$ cat src/rtl/uart_rx_frontend_if.sv
// uart_rx_frontend_if: groups the serial line, the consumer acknowledge and the
// receive-side status/data outputs of uart_rx_frontend into one bundle.
//   slave  : the receiver (uart_rx_frontend) - samples UART_RX/RX_READ, drives results
//   master : the environment - drives the line and the acknowledge, observes results
// Signals:
//   UART_RX    serial line, idle high, asynchronous to sysclk
//   RX_READ    consumer acknowledge, level, sampled every sysclk
//   UART_RXD   last received byte
//   RX_EFF     received byte valid, awaiting read
//   FRAME_ERR  one-cycle pulse, stop bit sampled low
//   OVERRUN    sticky, a byte completed while RX_EFF was already set
//   PARITY_ERR one-cycle pulse, even-parity mismatch (only with UART_RX_PARITY_EN)
// Optional feature macro: UART_RX_PARITY_EN.
interface uart_rx_frontend_if;
   logic       UART_RX;
   logic       RX_READ;
   logic [7:0] UART_RXD;
   logic       RX_EFF;
   logic       FRAME_ERR;
   logic       OVERRUN;
`ifdef UART_RX_PARITY_EN
   logic       PARITY_ERR;

   modport slave (
      input  UART_RX,
      input  RX_READ,
      output UART_RXD,
      output RX_EFF,
      output FRAME_ERR,
      output OVERRUN,
      output PARITY_ERR
   );

   modport master (
      output UART_RX,
      output RX_READ,
      input  UART_RXD,
      input  RX_EFF,
      input  FRAME_ERR,
      input  OVERRUN,
      input  PARITY_ERR
   );
`else
   modport slave (
      input  UART_RX,
      input  RX_READ,
      output UART_RXD,
      output RX_EFF,
      output FRAME_ERR,
      output OVERRUN
   );

   modport master (
      output UART_RX,
      output RX_READ,
      input  UART_RXD,
      input  RX_EFF,
      input  FRAME_ERR,
      input  OVERRUN
   );
`endif
endinterface

$ cat src/rtl/uart_rx_frontend.sv
// uart_rx_frontend: 16x-oversampling UART receiver feeding the receive-data register.
// Each bit is decided by a 2-of-3 majority of the samples taken on oversample ticks
// 7, 8 and 9; a start bit that does not survive the vote is dropped as a glitch.
// Ports:
//   sysclk  system clock, rising edge
//   reset   asynchronous active-low reset
//   bus     uart_rx_frontend_if.slave (UART_RX, RX_READ in; UART_RXD, RX_EFF,
//           FRAME_ERR, OVERRUN and optionally PARITY_ERR out)
// Parameters: CLK_FREQ (Hz), BAUD (bit/s), DIV = sysclk cycles per oversample tick (>= 2).
// Optional feature macro: UART_RX_PARITY_EN adds an even-parity bit between data and stop.
module uart_rx_frontend #(
   parameter int unsigned CLK_FREQ = 50000000,
   parameter int unsigned BAUD     = 9600,
   parameter int unsigned DIV      = CLK_FREQ / (BAUD * 16)
) (
   input logic               sysclk,
   input logic               reset,
   uart_rx_frontend_if.slave bus
);

   localparam int unsigned DivW = (DIV > 2) ? $clog2(DIV) : 1;
   localparam logic [DivW-1:0] DivLast = DivW'(DIV - 1);

   typedef enum logic [2:0] {
      StIdle,
      StStart,
      StData,
`ifdef UART_RX_PARITY_EN
      StParity,
`endif
      StStop
   } state_e;

   // Two-flop synchronizer; both stages reset to the idle line level.
   logic            rx_meta_q, rx_meta_d;
   logic            rx_s_q, rx_s_d;

   state_e          state_q, state_d;
   logic [DivW-1:0] div_cnt_q, div_cnt_d;
   logic [3:0]      os_cnt_q, os_cnt_d;
   logic [2:0]      bit_cnt_q, bit_cnt_d;
   logic [1:0]      samp_q, samp_d;      // captures from os_cnt 7 and 8
   logic [7:0]      shift_q, shift_d;
   logic [7:0]      rxd_q, rxd_d;
   logic            eff_q, eff_d;
   logic            ferr_q, ferr_d;
   logic            ovr_q, ovr_d;
`ifdef UART_RX_PARITY_EN
   logic            par_q, par_d;
   logic            perr_q, perr_d;
`endif

   logic tick;
   logic eval;
   logic maj;
   logic par_ok;

   assign tick = (div_cnt_q == DivLast);
   // The third sample is the live synchronized value on the os_cnt=9 tick.
   assign eval = tick && (os_cnt_q == 4'd9);
   assign maj  = (samp_q[0] & samp_q[1]) | (samp_q[0] & rx_s_q) | (samp_q[1] & rx_s_q);

`ifdef UART_RX_PARITY_EN
   assign par_ok = ~^{shift_q, par_q};
`else
   assign par_ok = 1'b1;
`endif

   always_comb begin
      rx_meta_d = bus.UART_RX;
      rx_s_d    = rx_meta_q;
      state_d   = state_q;
      div_cnt_d = tick ? '0 : div_cnt_q + 1'b1;
      os_cnt_d  = tick ? os_cnt_q + 4'd1 : os_cnt_q;
      bit_cnt_d = bit_cnt_q;
      samp_d    = samp_q;
      shift_d   = shift_q;
      rxd_d     = rxd_q;
      eff_d     = eff_q;
      ferr_d    = 1'b0;
      ovr_d     = ovr_q;
`ifdef UART_RX_PARITY_EN
      par_d     = par_q;
      perr_d    = 1'b0;
`endif

      if (tick && (os_cnt_q == 4'd7)) begin
         samp_d[0] = rx_s_q;
      end
      if (tick && (os_cnt_q == 4'd8)) begin
         samp_d[1] = rx_s_q;
      end

      // A read clears the flags; a completion in the same cycle re-raises RX_EFF below.
      if (bus.RX_READ) begin
         eff_d = 1'b0;
         ovr_d = 1'b0;
      end

      unique case (state_q)
         StIdle: begin
            os_cnt_d = 4'd0;
            if (!rx_s_q) begin
               state_d   = StStart;
               // Restart the divider so the ticks line up with the start edge.
               div_cnt_d = '0;
            end
         end

         StStart: begin
            if (eval) begin
               if (!maj) begin
                  state_d   = StData;
                  bit_cnt_d = 3'd0;
               end else begin
                  state_d = StIdle;
               end
            end
         end

         StData: begin
            if (eval) begin
               shift_d = {maj, shift_q[7:1]};
               if (bit_cnt_q == 3'd7) begin
`ifdef UART_RX_PARITY_EN
                  state_d = StParity;
`else
                  state_d = StStop;
`endif
               end else begin
                  bit_cnt_d = bit_cnt_q + 3'd1;
               end
            end
         end

`ifdef UART_RX_PARITY_EN
         StParity: begin
            if (eval) begin
               par_d   = maj;
               state_d = StStop;
            end
         end
`endif

         StStop: begin
            // Leaving at the os_cnt=9 tick leaves margin before a back-to-back start bit.
            if (eval) begin
               state_d = StIdle;
               if (maj && par_ok) begin
                  rxd_d = shift_q;
                  eff_d = 1'b1;
                  if (eff_q && !bus.RX_READ) begin
                     ovr_d = 1'b1;
                  end
               end
               if (!maj) begin
                  ferr_d = 1'b1;
               end
`ifdef UART_RX_PARITY_EN
               if (!par_ok) begin
                  perr_d = 1'b1;
               end
`endif
            end
         end

         default: begin
            state_d = StIdle;
         end
      endcase
   end

   always_ff @(posedge sysclk or negedge reset) begin
      if (!reset) begin
         rx_meta_q <= 1'b1;
         rx_s_q    <= 1'b1;
         state_q   <= StIdle;
         div_cnt_q <= '0;
         os_cnt_q  <= 4'd0;
         bit_cnt_q <= 3'd0;
         samp_q    <= 2'b00;
         shift_q   <= 8'h00;
         rxd_q     <= 8'h00;
         eff_q     <= 1'b0;
         ferr_q    <= 1'b0;
         ovr_q     <= 1'b0;
`ifdef UART_RX_PARITY_EN
         par_q     <= 1'b0;
         perr_q    <= 1'b0;
`endif
      end else begin
         rx_meta_q <= rx_meta_d;
         rx_s_q    <= rx_s_d;
         state_q   <= state_d;
         div_cnt_q <= div_cnt_d;
         os_cnt_q  <= os_cnt_d;
         bit_cnt_q <= bit_cnt_d;
         samp_q    <= samp_d;
         shift_q   <= shift_d;
         rxd_q     <= rxd_d;
         eff_q     <= eff_d;
         ferr_q    <= ferr_d;
         ovr_q     <= ovr_d;
`ifdef UART_RX_PARITY_EN
         par_q     <= par_d;
         perr_q    <= perr_d;
`endif
      end
   end

   assign bus.UART_RXD  = rxd_q;
   assign bus.RX_EFF    = eff_q;
   assign bus.FRAME_ERR = ferr_q;
   assign bus.OVERRUN   = ovr_q;
`ifdef UART_RX_PARITY_EN
   assign bus.PARITY_ERR = perr_q;
`endif

endmodule

$ cat src/flat_wrapper.sv
// flat-port wrapper written by rule: the top's interface ports become plain ports
module uart_rx_frontend_flat 
#(
   parameter int unsigned CLK_FREQ = 50000000,
   parameter int unsigned BAUD     = 9600,
   parameter int unsigned DIV      = CLK_FREQ / (BAUD * 16)
)
  (sysclk, reset, bus_UART_RX, bus_RX_READ, bus_UART_RXD, bus_RX_EFF, bus_FRAME_ERR, bus_OVERRUN);
  uart_rx_frontend_if bus_i ();
  input logic sysclk;
  input logic reset;
  input wire logic [$bits(bus_i.UART_RX)-1:0] bus_UART_RX;
  input wire logic [$bits(bus_i.RX_READ)-1:0] bus_RX_READ;
  output wire logic [$bits(bus_i.UART_RXD)-1:0] bus_UART_RXD;
  output wire logic [$bits(bus_i.RX_EFF)-1:0] bus_RX_EFF;
  output wire logic [$bits(bus_i.FRAME_ERR)-1:0] bus_FRAME_ERR;
  output wire logic [$bits(bus_i.OVERRUN)-1:0] bus_OVERRUN;
  assign bus_i.UART_RX = bus_UART_RX;
  assign bus_i.RX_READ = bus_RX_READ;
  assign bus_UART_RXD = bus_i.UART_RXD;
  assign bus_RX_EFF = bus_i.RX_EFF;
  assign bus_FRAME_ERR = bus_i.FRAME_ERR;
  assign bus_OVERRUN = bus_i.OVERRUN;
  uart_rx_frontend #(.CLK_FREQ(CLK_FREQ), .BAUD(BAUD), .DIV(DIV)) u_core (.sysclk(sysclk), .reset(reset), .bus(bus_i));
endmodule
$ cat config.mk
export PLATFORM = sky130hd
export DESIGN_NAME = uart_rx_frontend_flat
export DESIGN_NICKNAME = d
export VERILOG_FILES = /design/src/rtl/uart_rx_frontend_if.sv /design/src/rtl/uart_rx_frontend.sv /design/src/flat_wrapper.sv
export SDC_FILE = /design/constraint.sdc
export NUM_CORES = 1
export LEC_CHECK = 0
export BUFFER_PORTS_ARGS = -buffer_cell sky130_fd_sc_hd__buf_2
export CORE_ASPECT_RATIO = 1.25
export CORE_MARGIN = 2
export CORE_UTILIZATION = 49
export DETAILED_ROUTE_END_ITERATION = 8
export MAX_ROUTING_LAYER = met4
export PLACE_DENSITY = 0.81
export SLEW_MARGIN = 20
export SYNTH_ARGS = -nofsm -noshare
export SYNTH_HDL_FRONTEND = slang
export SYNTH_SLANG_ARGS = --single-unit
$ cat constraint.sdc
create_clock -name sysclk -period 1.7 [get_ports sysclk]
set_input_delay 0.255 -clock sysclk [delete_from_list [all_inputs] [get_ports sysclk]]
set_output_delay 0.255 -clock sysclk [all_outputs]
set_load 0.01 [all_outputs]
# After elaboration in Yosys (flattened, before gate mapping)
# Cells that the tools add are included.
# classes
bitwise_logic	5
add_sub_neg	3
n_reduce_logical	12
n_mux	29
eq_ne	15
# ops
op	n
$mux W3	9
$mux W9	3
$mux W1	12
$pmux W3 S4	1
$reduce_and A5 Y1	2
$add A9 B1 Y9 const B	1
$eq A9 B9 Y1 const B	1
$eq A4 B4 Y1 const B	2
$mux W4	2
$ne A2 B1 Y1 const B	4
$eq A3 B2 Y1 const B	2
$ne A2 B2 Y1 const B	3
$pmux W3 S2	1
$add A4 B1 Y4 const B	1
$eq A4 B3 Y1 const B	1
$logic_and A1 B1 Y1	4
$reduce_bool A2 Y1	2
$add A3 B1 Y3 const B	1
$and A1 B1 Y1	3
$eq A3 B1 Y1 const B	1
$eq A3 B3 Y1 const B	1
$logic_not A3 Y1	1
$reduce_and A3 Y1	1
$mux W2	1
3 further kinds	4
# word_totals
word_cells	77
out_inout_bits	11
input_bits	4
register_bits	42

# Longest topological paths before layout
# Gate-level depths: netlist of run 1.
# depth
depth_word	6
depth_mapped	7

# Worst setup path before layout of run 1
# OpenSTA, ideal clock, no wires.
# synth_path
path_type	register -> register
startpoint	register u_core.div_cnt_q[0]
endpoint	register u_core.rxd_q[0] (netlist: u_core.bus.UART_RXD[0])
path_buffers	0
t_arrival_ps	1586
required_time_ps	1572
path_slack_ps	-14
path_stages_with_launch	7
period_less_slack_ps	1714
cell_sequence	dfrtp_1 -> inv_1 -> ha_1 -> and4bb_4 -> nand4_2 -> nor2_4 -> mux2_1
# synth_via
elab_chain_cells	3
# synth_rtl
item	line_no	source
start, declared	uart_rx_frontend.sv:39	logic [DivW-1:0] div_cnt_q, div_cnt_d;
start signal, assigned	uart_rx_frontend.sv:195	div_cnt_q <= div_cnt_d;
$eq A9 B9 Y1	uart_rx_frontend.sv:58	assign tick = (div_cnt_q == DivLast);
$logic_and A1 B1 Y1	uart_rx_frontend.sv:60	assign eval = tick && (os_cnt_q == 4'd9);
$reduce_and A3 Y1 (no line)	-	
end signal, assigned	uart_rx_frontend.sv:200	rxd_q <= rxd_d;
end, declared	uart_rx_frontend.sv:44	logic [7:0] rxd_q, rxd_d;
# Every way passes these cells.
# A chain may end at the register's enable or synchronous reset.

# Final worst setup path of run 1
# layout_path
startpoint	register u_core.div_cnt_q[0]
endpoint	register u_core.shift_q[1]
# layout_via
elab_chain_cells	3
# layout_rtl
item	line_no	source
$eq A9 B9 Y1	uart_rx_frontend.sv:58	
$logic_and A1 B1 Y1	uart_rx_frontend.sv:60	
$reduce_and A2 Y1 (no line)	-	
end signal, assigned	uart_rx_frontend.sv:199	shift_q <= shift_d;
end, declared	uart_rx_frontend.sv:43	logic [7:0] shift_q, shift_d;
# Every way passes these cells.

==> flow_summary.ini, run 1 <==
[status]
status = finished with violations
failed_checks = negative setup slack

[synthesis]
synth_nets = 162
avgSynthCellArea_sq_um = 12.6
syn_inst = 151
synth_seq_area_share_pct = 53.9
netlist_area_sq_um = 1910
netlist-cell-type-count = 37
yosys_warnings = 0
synth-seq-cells = 41

[cts]
clk_pin_slew_ns = 0.07
cts_buffers = 5
cts_tree = done
htreeDepth = 2
clk_latency_ns = 0.30
cts.sinks = 41
cts_buffer_depth = 2
root_buffer = clkbuf_8

[timing]
rsz0062_at_grt = true
slew_violations = 0
setup_viol = 5
min_period_over_period_pct = 101
tightest_slew_ns = 0.426
clock_skew_ns = 0.00417
clock.fmax_ghz = 0.585
slew-limit-headroom_pct = 71.6
setup_slack_ns = -0.00871
finalCriticalPeriod_ns = 1.71
timing.hold.ws_ns = 0.0596
hold_violations = 0

[routing]
routed_wl_um = 3740
wl_met1_um = 1470
ant_nets = 0
wl_met2_um = 2060
wl_met3_um = 131
drcViolationCount = 0
firstDrtPassIters = 4
vias = 1267
via_per_inst = 5.41
wl_per_cell_um = 16.0
drtIter0Drc = 56
dr.max_layer_used = met4

[die]
start_util_pct = 50.8
io_pins = 15
die_width_um = 59.8
die_h_um = 73.7
die-area_sq_um = 4410
placementRows = 25
core_sq_um = 3750

[placement]
hpwl_um = 2580
gp_congestion = 0.810
portBuffers = 14

[global_route]
gr-usage-all-layers_pct = 19.4
antenna_found_initial = 0
grt_first_pass_wirelength_um = 6060
grt_pass1_vias = 1331
grt.overflow.total = 0
grt_max_degree = 30

[pwr]
p_sw_share_pct = 19.5
vdd_drop_max_mv = 0.432
pwr-share-clk_pct = 44.5
power_density_nw_per_um2 = 761
total_power_w = 0.00182
p_sw_w = 0.000355
p_int_w = 0.00146
p_leak_nw = 1.21
pwr-share-seq_pct = 53.9
power_frac_comb_pct = 1.6

[worst_setup_path]
critPathMaxFanout = 8
r2r_cells = 7
crit_path_start_kind = flip-flop
path_class = flip-flop to flip-flop
required_ns = 1.88
critPathCaptureType = flip-flop
crit_arrival_ns = 1.89

[cells_and_area]
mostFrequentLayoutCell = dfrtp_1
drive_gt1_share_pct = 39.2
areaGrowthSynthToFinish_pct = 25.4
diodes = 0
num-nets-final = 204
layout_common_cells = dfrtp_1 (39), buf_4 (19), mux2_4 (17)

[job]
maxCapViolCount = 0

[worst_hold_path]
hold_class = primary input to flip-flop
hold_depth = 1
[layout make-up]
type | count | area, sq um
clock inverter | 2 | 37.5
timing repair buffer | 38 | 277
multi-input combinational | 98 | 882
clock buffer | 6 | 82.6
tap | 40 | 50.0
inverter | 9 | 33.8
sequential | 41 | 1030
fill | 284 | 1360
[metal layers]
layer | vias to the layer above | GRT usage, %
li1 | 600 | -
met1 | 632 | 19.8
met2 | 27 | 34.7
met3 | 8 | 4.23
met4 | 0 | 8.89
met5 | - | -
[state kept, by name, indices dropped and copies added (netlist names)]
name	cells
u_core.div_cnt_q	9
u_core.bus.UART_RXD	8
u_core.shift_q	8
u_core.os_cnt_q	4
u_core.bit_cnt_q	3
u_core.samp_q	2
u_core.state_q	2
u_core.bus.FRAME_ERR	1
u_core.bus.OVERRUN	1
u_core.bus.RX_EFF	1
u_core.rx_meta_q	1
u_core.rx_s_q	1
[Yosys cell counts]
master	n	share of area [%]
dfstp_2	2	2.8
nor4b_1	1	0.46
buf_2	1	0.26
xor2_1	5	2.3
xnor2_1	5	2.3
and3_1	1	0.33
a22o_1	3	1.4
nor3b_1	1	0.39
a211o_1	1	0.46
mux2_1	9	5.3
nand2_8	1	1.0
nor2_1	15	3.0
nor2b_1	3	0.98
clkbuf_1	1	0.20
ha_1	7	4.6
or2_1	1	0.33
a21oi_1	2	0.52
dfrtp_1	39	51
a311oi_1	1	0.46
o21ai_2	1	0.46
nor3_1	2	0.52
nor4bb_1	1	0.52
mux2_2	1	0.59
nand2_1	8	1.6
nor2_2	1	0.33
and2_1	1	0.33
nand4_2	1	0.66
nor2_4	1	0.59
buf_6	1	0.59
and4bb_4	2	1.7
inv_1	9	1.8
nand3_1	5	1.3
maj3_1	1	0.52
mux2_4	9	7.1
o31ai_1	3	1.2
nand4_1	2	0.66
and4_1	3	1.4
[kinds of logic after synthesis]
| group | Yosys count | share of synthesized area (%) |
|---|---|---|
| simple gates | 50 | 16.1 |
| flops | 41 | 53.9 |
| mux | 19 | 13.0 |
| buf+inv | 12 | 2.82 |
| compound gates | 11 | 4.46 |
| xor+xnor | 10 | 4.59 |
| fa+ha+maj | 8 | 5.12 |
[power by group through the flow]
| stage | Combinational, W | Sequential, W | Clock [W] |
|---|---|---|---|
| after floorplan | 0.00000103 | 0.00100 | 0 |
| after global placement | 0.0000284 | 0.00100 | 0 |
| after detailed placement | 0.0000295 | 0.00100 | 0 |
| after CTS | 0.0000315 | 0.000981 | 0.000830 |
| after global routing | 0.0000350 | 0.000981 | 0.000875 |
| final | 0.0000300 | 0.000981 | 0.000810 |
[worst max-delay path, cell delays in order, from the launching register on]
cell      delay, ns
dfrtp_1        0.39
inv_1          0.06
ha_1           0.13
and4bb_4       0.27
and4_1         0.20
buf_6          0.13
nand2_8        0.09
mux2_4         0.32
[what timing repair did]
action                     4_1_cts  5_1_grt
pin swaps                        3        5
setup endpoints to repair       19       24
gates resized for setup          4       13
buffers inserted                 7        1
hold buffers                     1        0
hold endpoints to repair        12        0
[stage by stage]
step	area, sq um	worst slack (ns)	util, %	instances	setup TNS (ns)
2_1_floorplan	1910	0.00482	-	151	0
3_3_place_gp	2130	0.0114	56.8	217	0
3_5_place_dp	2130	-0.0529	56.8	217	-0.341
4_1_cts	2330	-0.00760	62.2	233	-0.00937
5_1_grt	2390	-0.0885	63.7	234	-1.11
6_report	2390	-0.00871	63.7	234	-0.0205
[final timing paths]
check / startpoint / to / slack (ns)
min reg2reg: u_core.rx_meta_q / u_core.rx_s_q / 0.36
max in group asynchronous: reset / u_core.rx_s_q / 0.79
max: u_core.div_cnt_q[0] / u_core.shift_q[1] / -0.009
max reg2reg: u_core.div_cnt_q[0] / u_core.shift_q[1] / -0.009
min in group asynchronous: reset / u_core.bus.UART_RXD[4] / 0.38
min: bus_UART_RX / u_core.rx_meta_q / 0.06
No activity file was read; power rests on OpenSTA's default activity.
==> run 2, diff against run 1 <==
- CAP_MARGIN: default -> 20
- CORE_ASPECT_RATIO: 1.25 -> 0.6
==> flow_summary.ini, run 2 (same netlist as run 1, synthesis figures left out) <==
[worst_setup_path]
critPathSlowestCell = dfrtp_1
worstPathCellList = inv_1 -> ha_4 -> and4bb_4 -> nand4_4 -> nor2_4 -> buf_12 -> mux2_4
cp.buffers_inverters = 2
crit_path_start_kind = flip-flop
path_class = flip-flop to flip-flop
timing.rr.start = u_core.div_cnt_q[1]
cp_slowest_stage_delay_ns = 0.38
reg2reg_slack_ns = -0.02
required_ns = 1.89
crit_arrival_ns = 1.91
crit_family = simple AND/OR/NAND/NOR gates
r2r_cells = 7
crit_end = u_core.bus.UART_RXD[2]
critPathCaptureType = flip-flop
critPathMaxFanout = 9
reg2reg_to = u_core.bus.UART_RXD[2]
startpoint = u_core.div_cnt_q[1]
crit_cells = 7

[die]
start_util_pct = 51.5
die_h_um = 52.3
die_width_um = 84.5
placementRows = 17
io_pins = 15
die-area_sq_um = 4420
core_sq_um = 3700

[timing]
slew_violations = 0
slew-limit-headroom_pct = 67.0
rsz0062_at_grt = true
setup_slack_ns = -0.0214
min_period_over_period_pct = 101
clock.fmax_ghz = 0.581
fin_setup_tns_ns = -0.264
clock_skew_ns = 0.00373
setup_viol = 18
hold_violations = 4
timing.hold.ws_ns = -0.00336
finalCriticalPeriod_ns = 1.72
tightest_slew_ns = 0.495

[pwr]
p_leak_nw = 1.20
total_power_w = 0.00163
vdd_drop_max_mv = 0.558
power_density_nw_per_um2 = 684

[status]
failed_checks = negative hold slack, negative setup slack
status = finished with violations

[global_route]
grt_first_pass_wirelength_um = 6330
use_met3_pct = 4.88
gr-usage-all-layers_pct = 20.1
use_met1_pct = 23.9
busiest_layer = met2
grt.overflow.total = 0
antenna_found_initial = 0
grtUsageMet2_pct = 30.3
grt_pass1_vias = 1335
grt_max_degree = 42

[placement]
portBuffers = 14
hpwl_um = 2590
place_ws_ns = -0.115
gp_congestion = 0.737
place_inst = 229

[cells_and_area]
top_register = u_core.div_cnt_q
areaGrowthSynthToFinish_pct = 24.6
diodes = 0
mostFrequentLayoutCell = dfrtp_1
fin_cells = 238
layout_common_cells = dfrtp_1 (39), buf_4 (19), mux2_4 (18)
drive_gt1_share_pct = 40.8
largest_reg_flops = 9
num-nets-final = 201

[routing]
firstDrtPassIters = 4
drcViolationCount = 0
routed_wl_um = 3660
via_per_inst = 5.18
drtIter0Drc = 48
vias = 1232
wl_per_cell_um = 15.4
ant_nets = 0

[cts]
htreeDepth = 2
clk_latency_ns = 0.30
cts.sinks = 41
root_buffer = clkbuf_8
cts_buffers = 5
cts_buffer_depth = 2
clk_pin_slew_ns = 0.08
cts_tree = done
hold_buffers = 0

[worst_hold_path]
hold_class = primary input to asynchronous set/reset pin

[job]
maxCapViolCount = 0
==> run 2: power breakdown <==
| part | switching, W | leakage [nW] | internal, W |
|---|---|---|---|
| combinational | 0.0000191 | 0.603 | 0.00000447 |
| clock | 0.000336 | 0.0450 | 0.000284 |
| sequential | 0.00000199 | 0.551 | 0.000979 |
| total | 0.000357 | 1.20 | 0.00127 |
==> run 2: final cells by class <==
class                   count  area (sq um)
clock buffers               6          72.6
clock inverters             2          10.0
fillers                   276          1330
inverters                   9          33.8
multi-input cells          98           928
flip-flops and latches     41          1030
well taps                  47          58.8
repair buffers             35           244
==> run 2: per-stage QoR <==
| stage | instance area (sq um) | util, % |
|---|---|---|
| after floorplan | 1910 | - |
| after global placement | 2170 | 58.5 |
| after detailed placement | 2170 | 58.5 |
| after CTS | 2330 | 63.0 |
| after global routing | 2380 | 64.2 |
| final | 2380 | 64.2 |
==> run 2: worst min-delay path by stage <==
stage | end | slack, ns | cells after the start
after CTS | u_core.div_cnt_q[2] | 0.02 | 2
after global routing | u_core.os_cnt_q[2] | 0.04 | 2
final | u_core.os_cnt_q[1] | -0.003 | 2
after global placement | u_core.os_cnt_q[2] | 0.33 | 2
after floorplan | u_core.bit_cnt_q[0] | -0.04 | 0
after detailed placement | u_core.os_cnt_q[2] | 0.34 | 2
==> run 2: timing repair <==
item,4_1_cts,5_1_grt
hold endpoints to repair,0,0
gates cloned,0,0
setup buffers,1,0
endpoints found under the setup margin,23,24
pin swaps,2,5
resized for setup,16,10
==> run 2: metal layers <==
layer | part of all wire [%] | up-vias | wire (um)
met1 | 45 | 593 | 1650
met2 | 47 | 28 | 1710
met4 | 4.1 | 0 | 150
met5 | 0 | - | 0
met3 | 4.1 | 14 | 150
li1 | - | 597 | -
==> run 2: worst reg2reg max path, cell delays in order (launching register included) <==
cell and delay (ns):
dfrtp_1 0.38, inv_1 0.09, ha_4 0.13, and4bb_4 0.29
nand4_4 0.14, nor2_4 0.13, buf_12 0.15, mux2_4 0.31
==> run 3, diff against run 2 <==
- CORE_UTILIZATION: 49 -> 25
- PLACE_DENSITY: 0.81 -> 0.52
==> flow_summary.ini, run 3 (same netlist as run 1, synthesis figures left out) <==
[status]
status = complete, no violations

[pwr]
power_density_nw_per_um2 = 819
p_leak_nw = 1.24
vdd_drop_max_mv = 0.492
total_power_w = 0.00207

[die]
io_pins = 15
die-area_sq_um = 8370
core_sq_um = 7330
start_util_pct = 26.0
placementRows = 24
die_h_um = 71.7
die_width_um = 117

[cells_and_area]
fin_cells = 298
drive_gt1_share_pct = 39.7
areaGrowthSynthToFinish_pct = 32.6
num-nets-final = 204
largest_reg_flops = 9
top_register = u_core.div_cnt_q
multi_input_area_sq_um = 895
diodes = 0
mostFrequentLayoutCell = dfrtp_1
regArea_sq_um = 1030
nFillCells = 732
layout_common_cells = dfrtp_1 (39), buf_4 (21), mux2_4 (17)

[placement]
gp_congestion = 0.725
portBuffers = 14
hpwl_um = 2550
place_inst = 288

[timing]
fin_setup_tns_ns = 0
hold_violations = 0
tightest_slew_ns = 0.373
slew-limit-headroom_pct = 75.1
finalCriticalPeriod_ns = 1.69
clock_skew_ns = 0.00644
slew_violations = 0
rsz0062_at_grt = true
setup_viol = 0
min_period_over_period_pct = 99.6
clock.fmax_ghz = 0.591

[worst_setup_path]
path_class = flip-flop to flip-flop
reg2reg_to = u_core.shift_q[7]
critPathSlowestCell = dfrtp_1
crit_path_start_kind = flip-flop
worstPathCellList = inv_1 -> ha_1 -> and4bb_4 -> and4_4 -> nand2_8 -> mux2_4
critPathCaptureType = flip-flop
critPathMaxFanout = 8
timing.rr.start = u_core.div_cnt_q[0]
reg2reg_slack_ns = 0.007
cp_slowest_stage_delay_ns = 0.37
required_ns = 1.86
r2r_cells = 6
crit_arrival_ns = 1.85

[cts]
cts_tree = done
htreeDepth = 2
cts_buffer_depth = 2
cts_buffers = 5
clk_pin_slew_ns = 0.06
cts.sinks = 41
clk_latency_ns = 0.28
root_buffer = clkbuf_16

[routing]
ant_nets = 0
routed_wl_um = 3560
firstDrtPassIters = 3
drtIter0Drc = 56
drcViolationCount = 0
wl_per_cell_um = 11.9
vias = 1206
via_per_inst = 4.05

[global_route]
grt_max_degree = 30
grt_first_pass_wirelength_um = 6130
grt_pass1_vias = 1234
gr-usage-all-layers_pct = 9.97
antenna_found_initial = 0
grt.overflow.total = 0

[worst_hold_path]
hold_class = primary input to flip-flop
hold_depth = 1
holdCritStartpoint = bus_UART_RX
holdPathEnd = u_core.rx_meta_q

[job]
maxCapViolCount = 0
-- run 3: per-stage QoR --
step	util (%)	worst slack, ns	area [sq um]	hold WS [ns]
6_report	34.5	0.00693	2530	0.0709
5_1_grt	34.5	-0.0549	2530	0.0601
4_1_cts	33.7	0.0144	2470	0.0631
3_5_place_dp	30.9	-0.0745	2260	0.191
3_3_place_gp	30.9	-0.0421	2260	0.183
2_1_floorplan	-	0.00482	1910	-0.0406
-- run 3: worst max-delay path by stage --
stage / startpoint / end / slack (ns)
after detailed placement: u_core.div_cnt_q[0] / u_core.shift_q[7] / -0.07
after global placement: u_core.div_cnt_q[0] / u_core.bus.UART_RXD[6] / -0.04
after global routing: u_core.div_cnt_q[0] / u_core.shift_q[7] / -0.05
after CTS: u_core.div_cnt_q[0] / u_core.samp_q[0] / 0.01
final: u_core.div_cnt_q[0] / u_core.shift_q[7] / 0.007
after floorplan: u_core.div_cnt_q[0] / u_core.samp_q[0] / 0.005
-- run 3: final cells by class --
cell class                 instances  area share (%)
tap                              104            5.15
multi-input combinational         98            35.4
inverter                           9            1.34
sequential                        41            40.7
clock buffer                       6            5.10
clock inverter                     2            1.39
timing repair buffer              38            11.0
-- run 3: critical path: cells and delay by family (launching register included) --
family / cells / cell delay, ns
buffers and inverters: 1 / 0.06
flip-flops: 1 / 0.37
AND/OR/NAND/NOR: 3 / 0.70
multiplexers: 1 / 0.31
adder cells (fa/ha/maj): 1 / 0.14
-- run 3: where the power goes --
group | switching (W) | internal (W)
Clock | 0.000368 | 0.000690
Combinational | 0.0000227 | 0.0000105
Sequential | 0.000000885 | 0.000980
-- run 3: timing repair --
action | CTS | global route
gates resized for setup | 3 | 14
gates cloned | 0 | 0
setup buffers | 1 | 0
pin swaps | 2 | 3
endpoints found under the hold margin | 11 | 0
endpoints found under the setup margin | 20 | 20
hold buffers | 1 | 0
-- run 3: layer usage --
| metal | vias up | share of wire [%] | GRT usage, % |
|---|---|---|---|
| li1 | 614 | - | - |
| met1 | 576 | 58 | 14.7 |
| met2 | 11 | 38 | 12.4 |
| met3 | 5 | 3.2 | 3.13 |
| met4 | 0 | 1.2 | 3.92 |
| met5 | - | 0 | - |
